## config.mk

```make
export PLATFORM = sky130hd
export DESIGN_NAME = sbox_bram_sched_flat
export DESIGN_NICKNAME = d
export VERILOG_FILES = /design/src/rtl/sbox_bram_sched_if.sv /design/src/rtl/sbox_bram_sched.sv /design/src/flat_wrapper.sv
export SDC_FILE = /design/constraint.sdc
export NUM_CORES = 1
export LEC_CHECK = 0
export CAP_MARGIN = 30
export CELL_PAD_IN_SITES_DETAIL_PLACEMENT = 1
export CELL_PAD_IN_SITES_GLOBAL_PLACEMENT = 1
export CORE_ASPECT_RATIO = 0.5
export CORE_UTILIZATION = 34
export DETAILED_ROUTE_END_ITERATION = 7
export GPL_ROUTABILITY_DRIVEN = 0
export HOLD_SLACK_MARGIN = 0.12
export PLACE_DENSITY_LB_ADDON = 0.15
export SLEW_MARGIN = 20
export SYNTH_ARGS = -nofsm -noshare
export SYNTH_HDL_FRONTEND = slang
export SYNTH_SLANG_ARGS = --single-unit
```

## constraint.sdc

```tcl
create_clock -name clk -period 3.7 [get_ports clk]
set_input_delay 0.37 -clock clk [delete_from_list [all_inputs] [get_ports clk]]
set_output_delay 0.37 -clock clk [all_outputs]
set_load 0.02 [all_outputs]
```

## src/rtl/sbox_bram_sched_if.sv

```systemverilog
// sbox_bram_sched_if
//   Bundles the round-controller handshake and the dual-port S-box BRAM
//   bus used by sbox_bram_sched.
//
//   Round side : start, page, din, hold -> sequencer
//                busy, done, dout       <- sequencer
//   BRAM side  : bram_en, bram_rst, bram_addra, bram_addrb <- sequencer
//                bram_doa, bram_dob                        -> sequencer
//
//   slave  : the sequencer's view.
//   master : the surrounding system's view (round FSM plus BRAM).
interface sbox_bram_sched_if #(
    parameter int NBYTES = 16
);
    logic                  start;
    logic [1:0]            page;
    logic [8*NBYTES-1:0]   din;
    logic                  hold;
    logic                  busy;
    logic                  done;
    logic [8*NBYTES-1:0]   dout;
    logic                  bram_en;
    logic                  bram_rst;
    logic [9:0]            bram_addra;
    logic [9:0]            bram_addrb;
    logic [7:0]            bram_doa;
    logic [7:0]            bram_dob;

    modport master (
        output start, page, din, hold, bram_doa, bram_dob,
        input  busy, done, dout, bram_en, bram_rst, bram_addra, bram_addrb
    );

    modport slave (
        input  start, page, din, hold, bram_doa, bram_dob,
        output busy, done, dout, bram_en, bram_rst, bram_addra, bram_addrb
    );
endinterface

```

## src/rtl/sbox_bram_sched.sv

```systemverilog
// sbox_bram_sched
//   Sequences one 16-byte masked S-box lookup pass through a dual-port BRAM
//   pair with a 2-cycle registered read. Two bytes are issued per cycle
//   (even byte on port A, odd byte on port B); a valid/index tracker follows
//   each issue through the BRAM and the returning bytes are reassembled in
//   din order into dout. done pulses once the last pair has been captured.
//
//   Ports:
//     clk  - system clock, rising edge
//     rst  - synchronous, active-low reset
//     bus  - sbox_bram_sched_if.slave
//            start/page/din : pass request, latched in IDLE
//            hold           : stall; freezes issue, BRAM pipe and capture
//            busy/done/dout : pass status and result
//            bram_*         : BRAM enable, output reset, addresses, read data
module sbox_bram_sched #(
    parameter int LAT    = 2,
    parameter int NBYTES = 16
) (
    input logic              clk,
    input logic              rst,
    sbox_bram_sched_if.slave bus
);
    localparam int NPAIR = NBYTES / 2;
    localparam int KW    = (NPAIR > 1) ? $clog2(NPAIR) : 1;
    localparam int W     = 8 * NBYTES;

    typedef enum logic [1:0] {
        IDLE  = 2'd0,
        ISSUE = 2'd1,
        DRAIN = 2'd2,
        DONE  = 2'd3
    } state_t;

    state_t        state;
    logic [KW-1:0] k;
    logic          busy_r;
    logic          done_r;
    logic [W-1:0]  dout_r;
    logic [W-1:0]  din_r;
    logic [1:0]    page_r;

    // Tracker: entry 0 is the address register stage, entry LAT-1 lines up
    // with the BRAM output register.
    logic          vld_p [LAT];
    logic [KW-1:0] idx_p [LAT];

    logic en;
    logic issue;
    logic cap;
    logic last_cap;

    function automatic logic [7:0] byte_of(input logic [W-1:0] w,
                                           input int unsigned i);
        return w[8*i +: 8];
    endfunction

    // EN and REGCE share one enable, so a hold freezes the BRAM output
    // register together with the tracker and no read result slips past.
    assign en       = busy_r & ~bus.hold;
    assign issue    = (state == ISSUE) & en;
    assign cap      = vld_p[LAT-1] & en;
    assign last_cap = cap & (idx_p[LAT-1] == KW'(NPAIR - 1));

    assign bus.bram_en  = en;
    assign bus.bram_rst = ~rst;
    assign bus.busy     = busy_r;
    assign bus.done     = done_r;
    assign bus.dout     = dout_r;

    // Issue stage: addresses follow k and stay put while hold is high.
    always_comb begin
        bus.bram_addra = '0;
        bus.bram_addrb = '0;
        if (state == ISSUE) begin
            bus.bram_addra = {page_r, byte_of(din_r, 2 * 32'(k))};
            bus.bram_addrb = {page_r, byte_of(din_r, 2 * 32'(k) + 1)};
        end
    end

    // Request latch: only taken when a pass is accepted.
    always_ff @(posedge clk) begin
        if (state == IDLE && bus.start) begin
            din_r  <= bus.din;
            page_r <= bus.page;
        end
    end

    always_ff @(posedge clk) begin
        if (!rst) begin
            state  <= IDLE;
            k      <= '0;
            busy_r <= 1'b0;
            done_r <= 1'b0;
            dout_r <= '0;
            for (int i = 0; i < LAT; i++) begin
                vld_p[i] <= 1'b0;
                idx_p[i] <= '0;
            end
        end else begin
            done_r <= 1'b0;

            case (state)
                IDLE: begin
                    if (bus.start) begin
                        state  <= ISSUE;
                        busy_r <= 1'b1;
                        k      <= '0;
                    end
                end
                ISSUE: begin
                    if (issue) begin
                        // k wraps after the last pair; it is not read again
                        // until the next start clears it.
                        k <= k + 1'b1;
                        if (k == KW'(NPAIR - 1)) begin
                            state <= DRAIN;
                        end
                    end
                end
                DRAIN: begin
                    if (last_cap) begin
                        state  <= DONE;
                        busy_r <= 1'b0;
                        done_r <= 1'b1;
                    end
                end
                DONE: begin
                    state <= IDLE;
                end
                default: begin
                    state <= IDLE;
                end
            endcase

            // BRAM pipeline stages: tracker advances in step with EN/REGCE.
            if (en) begin
                vld_p[0] <= issue;
                idx_p[0] <= k;
                for (int i = 1; i < LAT; i++) begin
                    vld_p[i] <= vld_p[i-1];
                    idx_p[i] <= idx_p[i-1];
                end
            end

            // Capture stage: BRAM output register holds pair idx_p[LAT-1].
            if (cap) begin
                dout_r[16*32'(idx_p[LAT-1]) +: 8]     <= bus.bram_doa;
                dout_r[16*32'(idx_p[LAT-1]) + 8 +: 8] <= bus.bram_dob;
            end
        end
    end
endmodule

```

## src/flat_wrapper.sv

```systemverilog
// flat-port wrapper written by rule: the top's interface ports become plain ports
module sbox_bram_sched_flat 
#(
    parameter int LAT    = 2,
    parameter int NBYTES = 16
)
  (clk, rst, bus_start, bus_page, bus_din, bus_hold, bus_bram_doa, bus_bram_dob, bus_busy, bus_done, bus_dout, bus_bram_en, bus_bram_rst, bus_bram_addra, bus_bram_addrb);
  sbox_bram_sched_if #(.NBYTES(NBYTES)) bus_i ();
  input logic clk;
  input logic rst;
  input wire logic [$bits(bus_i.start)-1:0] bus_start;
  input wire logic [$bits(bus_i.page)-1:0] bus_page;
  input wire logic [$bits(bus_i.din)-1:0] bus_din;
  input wire logic [$bits(bus_i.hold)-1:0] bus_hold;
  input wire logic [$bits(bus_i.bram_doa)-1:0] bus_bram_doa;
  input wire logic [$bits(bus_i.bram_dob)-1:0] bus_bram_dob;
  output wire logic [$bits(bus_i.busy)-1:0] bus_busy;
  output wire logic [$bits(bus_i.done)-1:0] bus_done;
  output wire logic [$bits(bus_i.dout)-1:0] bus_dout;
  output wire logic [$bits(bus_i.bram_en)-1:0] bus_bram_en;
  output wire logic [$bits(bus_i.bram_rst)-1:0] bus_bram_rst;
  output wire logic [$bits(bus_i.bram_addra)-1:0] bus_bram_addra;
  output wire logic [$bits(bus_i.bram_addrb)-1:0] bus_bram_addrb;
  assign bus_i.start = bus_start;
  assign bus_i.page = bus_page;
  assign bus_i.din = bus_din;
  assign bus_i.hold = bus_hold;
  assign bus_i.bram_doa = bus_bram_doa;
  assign bus_i.bram_dob = bus_bram_dob;
  assign bus_busy = bus_i.busy;
  assign bus_done = bus_i.done;
  assign bus_dout = bus_i.dout;
  assign bus_bram_en = bus_i.bram_en;
  assign bus_bram_rst = bus_i.bram_rst;
  assign bus_bram_addra = bus_i.bram_addra;
  assign bus_bram_addrb = bus_i.bram_addrb;
  sbox_bram_sched #(.LAT(LAT), .NBYTES(NBYTES)) u_core (.clk(clk), .rst(rst), .bus(bus_i));
endmodule
```

==> flow_metrics.env <==
export IMPL_clock_latency_ns=0.54
export IMPL_r2r_start="u_core.idx_p[0][4]$_SDFFCE_PN0P_"
export IMPL_run_status="finished, final reports clean"
export IMPL_syn_nets=999
export IMPL_end_kind="primary output"
export IMPL_slew_headroom=0.345
export IMPL_post_cts_repair_setup_buffers=0
export IMPL_setup_tns_ns=0
export IMPL_die_area_um2=32300
export IMPL_cts_htree_levels=1
export IMPL_areaGrowthSynthToFinish_pct=39.8
export IMPL_finalCritPeriodShare=0.853
export IMPL_fin_nets=1289
export IMPL_dp_hpwl_um=22200
export IMPL_std_cell_rows=45
export IMPL_yosysSeqAreaShare=0.639
export IMPL_synth_area_um2=10700
export IMPL_r2r_slack_ns=0.89
export IMPL_hold_viol=0
export IMPL_grt_pass1_wl_um=46100
export IMPL_die_h_um=128
export IMPL_final_area_um2=15000
export IMPL_maxSlewViolCount=0
export IMPL_grt_max_degree=87
export IMPL_yosysUniqueCellTypes=41
export IMPL_p_per_area_nw_per_um2=515
export IMPL_synth_seq_cells=273
export IMPL_drive_gt1_frac=0.0857
export IMPL_power_leakage_nw=5.26
export IMPL_wire_per_inst_um=19.6
export IMPL_port_buffers=301
export IMPL_critPathLaunchType="flop"
export IMPL_clockBufferDepth=3
export IMPL_dieWidth_um=253
export IMPL_cp_max_fo=22
export IMPL_place_area_um2=14200
export IMPL_antenna_cells=0
export IMPL_postCtsHoldBufs=0
export IMPL_syn_area_per_cell_um2=12.8
export IMPL_crit_type="flop to primary output"
export IMPL_fp_coreArea_um2=30700
export IMPL_drt_iter0_drc=334
export IMPL_cap_violations=0
export IMPL_hold_path_class="input port to flop"
export IMPL_setup_viol=0
export IMPL_grt_usage=0.188
export IMPL_critPathArrivalTime_ns=2.78
export IMPL_cts_resized_gates=0
export IMPL_cts_made_buffers=27
export IMPL_dr_pass1_iters=4
export IMPL_timing_fmax_mhz=317
export IMPL_drcViolationCount=0
export IMPL_cts_num_sinks=273
export IMPL_final_util=0.488
export IMPL_wl_um=30700
export IMPL_ir_drop_mv=0.315
export IMPL_worstHoldStart="rst"
export IMPL_rsz0062_at_grt="no"
export IMPL_worstPathRequired_ns=3.33
export IMPL_period_needed_ns=3.15
export IMPL_num_io_pins=302
export IMPL_critPathLaunch="u_core.k[0]$_SDFFE_PN0P_"
export IMPL_drt_vias_per_instance=4.84
export IMPL_cts_tree="done"
export IMPL_clkTransAtPathRegs_ns=0.06
export IMPL_num_vias=7581
export IMPL_worst_slew_pin_slew_ns=0.975
export IMPL_grt_pass1_vias=8083
export IMPL_overflow=0
export IMPL_clock_skew_ns=0.0123
export IMPL_initial_core_util=0.349
export IMPL_ant_nets=0
export IMPL_antenna_found_initial=0
export IMPL_cts_root_buffer="clkbuf_16"
export IMPL_yosys_warnings=0
export IMPL_synth_cells=836
-- state kept, by name, indices dropped and copies added, names as in the netlist --
name             count
u_core.din_r       128
u_core.idx_p         6
u_core.state         2
u_core.page_r        2
u_core.k             3
u_core.bus.busy      1
u_core.bus.done      1
u_core.vld_p         2
u_core.bus.dout    128
-- cell usage in the layout (no fill, tap or decap), drive strengths merged, types with 2 or more instances in the layout --
master         Yosys  final
buf               21     15
dfxtp            135    135
and3              18     18
mux2i             82     82
a21boi             2      2
nor3               3      3
nand4              9      9
nand3b             2      2
clkinv             1      8
and2              12     12
nand3             66     66
or4b               2      2
nor2              45     45
nand2            114    114
clkbuf            33     38
nand2b             2      2
nor2b             21     21
edfxtp           138    138
clkdlybuf4s50      0    300
a22oi             11     11
inv                5      7
o21ai              9      9
mux4              32     32
a21oi             50     50
ha                13     13
-- synthesized netlist by cell type, drive strengths merged --
cell type / count / area share
a21boi: 2 / 0.0014
a21oi: 50 / 0.023
a22oi: 11 / 0.0077
and2: 12 / 0.0070
and3: 18 / 0.011
and3b: 1 / 0.00082
and4b: 1 / 0.0011
and4bb: 1 / 0.0012
buf: 21 / 0.011
clkbuf: 33 / 0.012
clkinv: 1 / 0.00035
dfxtp: 135 / 0.25
edfxtp: 138 / 0.39
ha: 13 / 0.015
inv: 5 / 0.0018
mux2i: 82 / 0.077
mux4: 32 / 0.067
nand2: 114 / 0.040
nand2b: 2 / 0.0012
nand3: 66 / 0.031
nand3b: 2 / 0.0018
nand4: 9 / 0.0053
nand4b: 1 / 0.0022
nor2: 45 / 0.016
nor2b: 21 / 0.012
nor3: 3 / 0.0019
nor3b: 1 / 0.0012
nor4: 1 / 0.0020
nor4b: 1 / 0.0022
o21a: 1 / 0.00070
o21ai: 9 / 0.0042
or3b: 1 / 0.00082
or4: 1 / 0.00070
or4b: 2 / 0.0019
-- final timing paths --
check / to / cells past startpoint
max: bus_bram_addra[0] / 5
min reg2reg: u_core.bus.dout[43]$_SDFFE_PN0P_ / 2
max reg2reg: u_core.bus.dout[71]$_SDFFE_PN0P_ / 7
min: u_core.bus.dout[82]$_SDFFE_PN0P_ / 3
-- area by class of cell --
cell class	count	area, um2
tap	423	529
clock inverter	9	46.3
inverter	6	22.5
clock buffer	38	768
sequential	273	6850
fill	3146	15700
multi-input combinational	503	3610
timing repair buffer	315	3160
-- critical path, stage by stage (launching register included) --
cell	delay [ns]
dfxtp_2	0.64
buf_12	0.28
mux4_2	0.52
mux2i_1	0.15
nor2b_1	0.06
clkdlybuf4s50_1	0.58
-- cells by family (layout without fill, tap and decap cells) --
family | count (synthesis) | in the layout | share of synthesized area
simple gates | 303 | 303 | 0.140
flops | 273 | 273 | 0.639
buf+inv | 60 | 368 | 0.0245
compound gates | 73 | 73 | 0.0374
mux | 114 | 114 | 0.144
fa+ha+maj | 13 | 13 | 0.0152
-- routing by layer --
layer | up-vias | track usage | wire length, um
met5 | - | 0 | 0
met4 | 0 | 0.0463 | 632
met3 | 42 | 0.0401 | 1410
met2 | 162 | 0.339 | 15700
met1 | 3774 | 0.228 | 12900
li1 | 3603 | - | -
-- power breakdown --
group          internal (W)  leakage [nW]  switching, W
Clock               0.00144         0.406       0.00115
Combinational      0.000595          2.45      0.000739
Sequential          0.00366          2.41      0.000132
Total               0.00570          5.26       0.00202
-- metrics by stage --
step	total power, W	std cells	hold WS (ns)	setup slack (ns)
4_1_cts	0.00783	1567	0.266	0.451
3_3_place_gp	0.00513	1517	0.444	1.05
2_1_floorplan	0.00458	836	0.451	1.05
3_5_place_dp	0.00521	1520	0.448	0.881
5_1_grt	0.00805	1567	0.301	0.335
6_report	0.00772	1567	0.285	0.545
No activity file was read; power rests on OpenSTA's default activity.
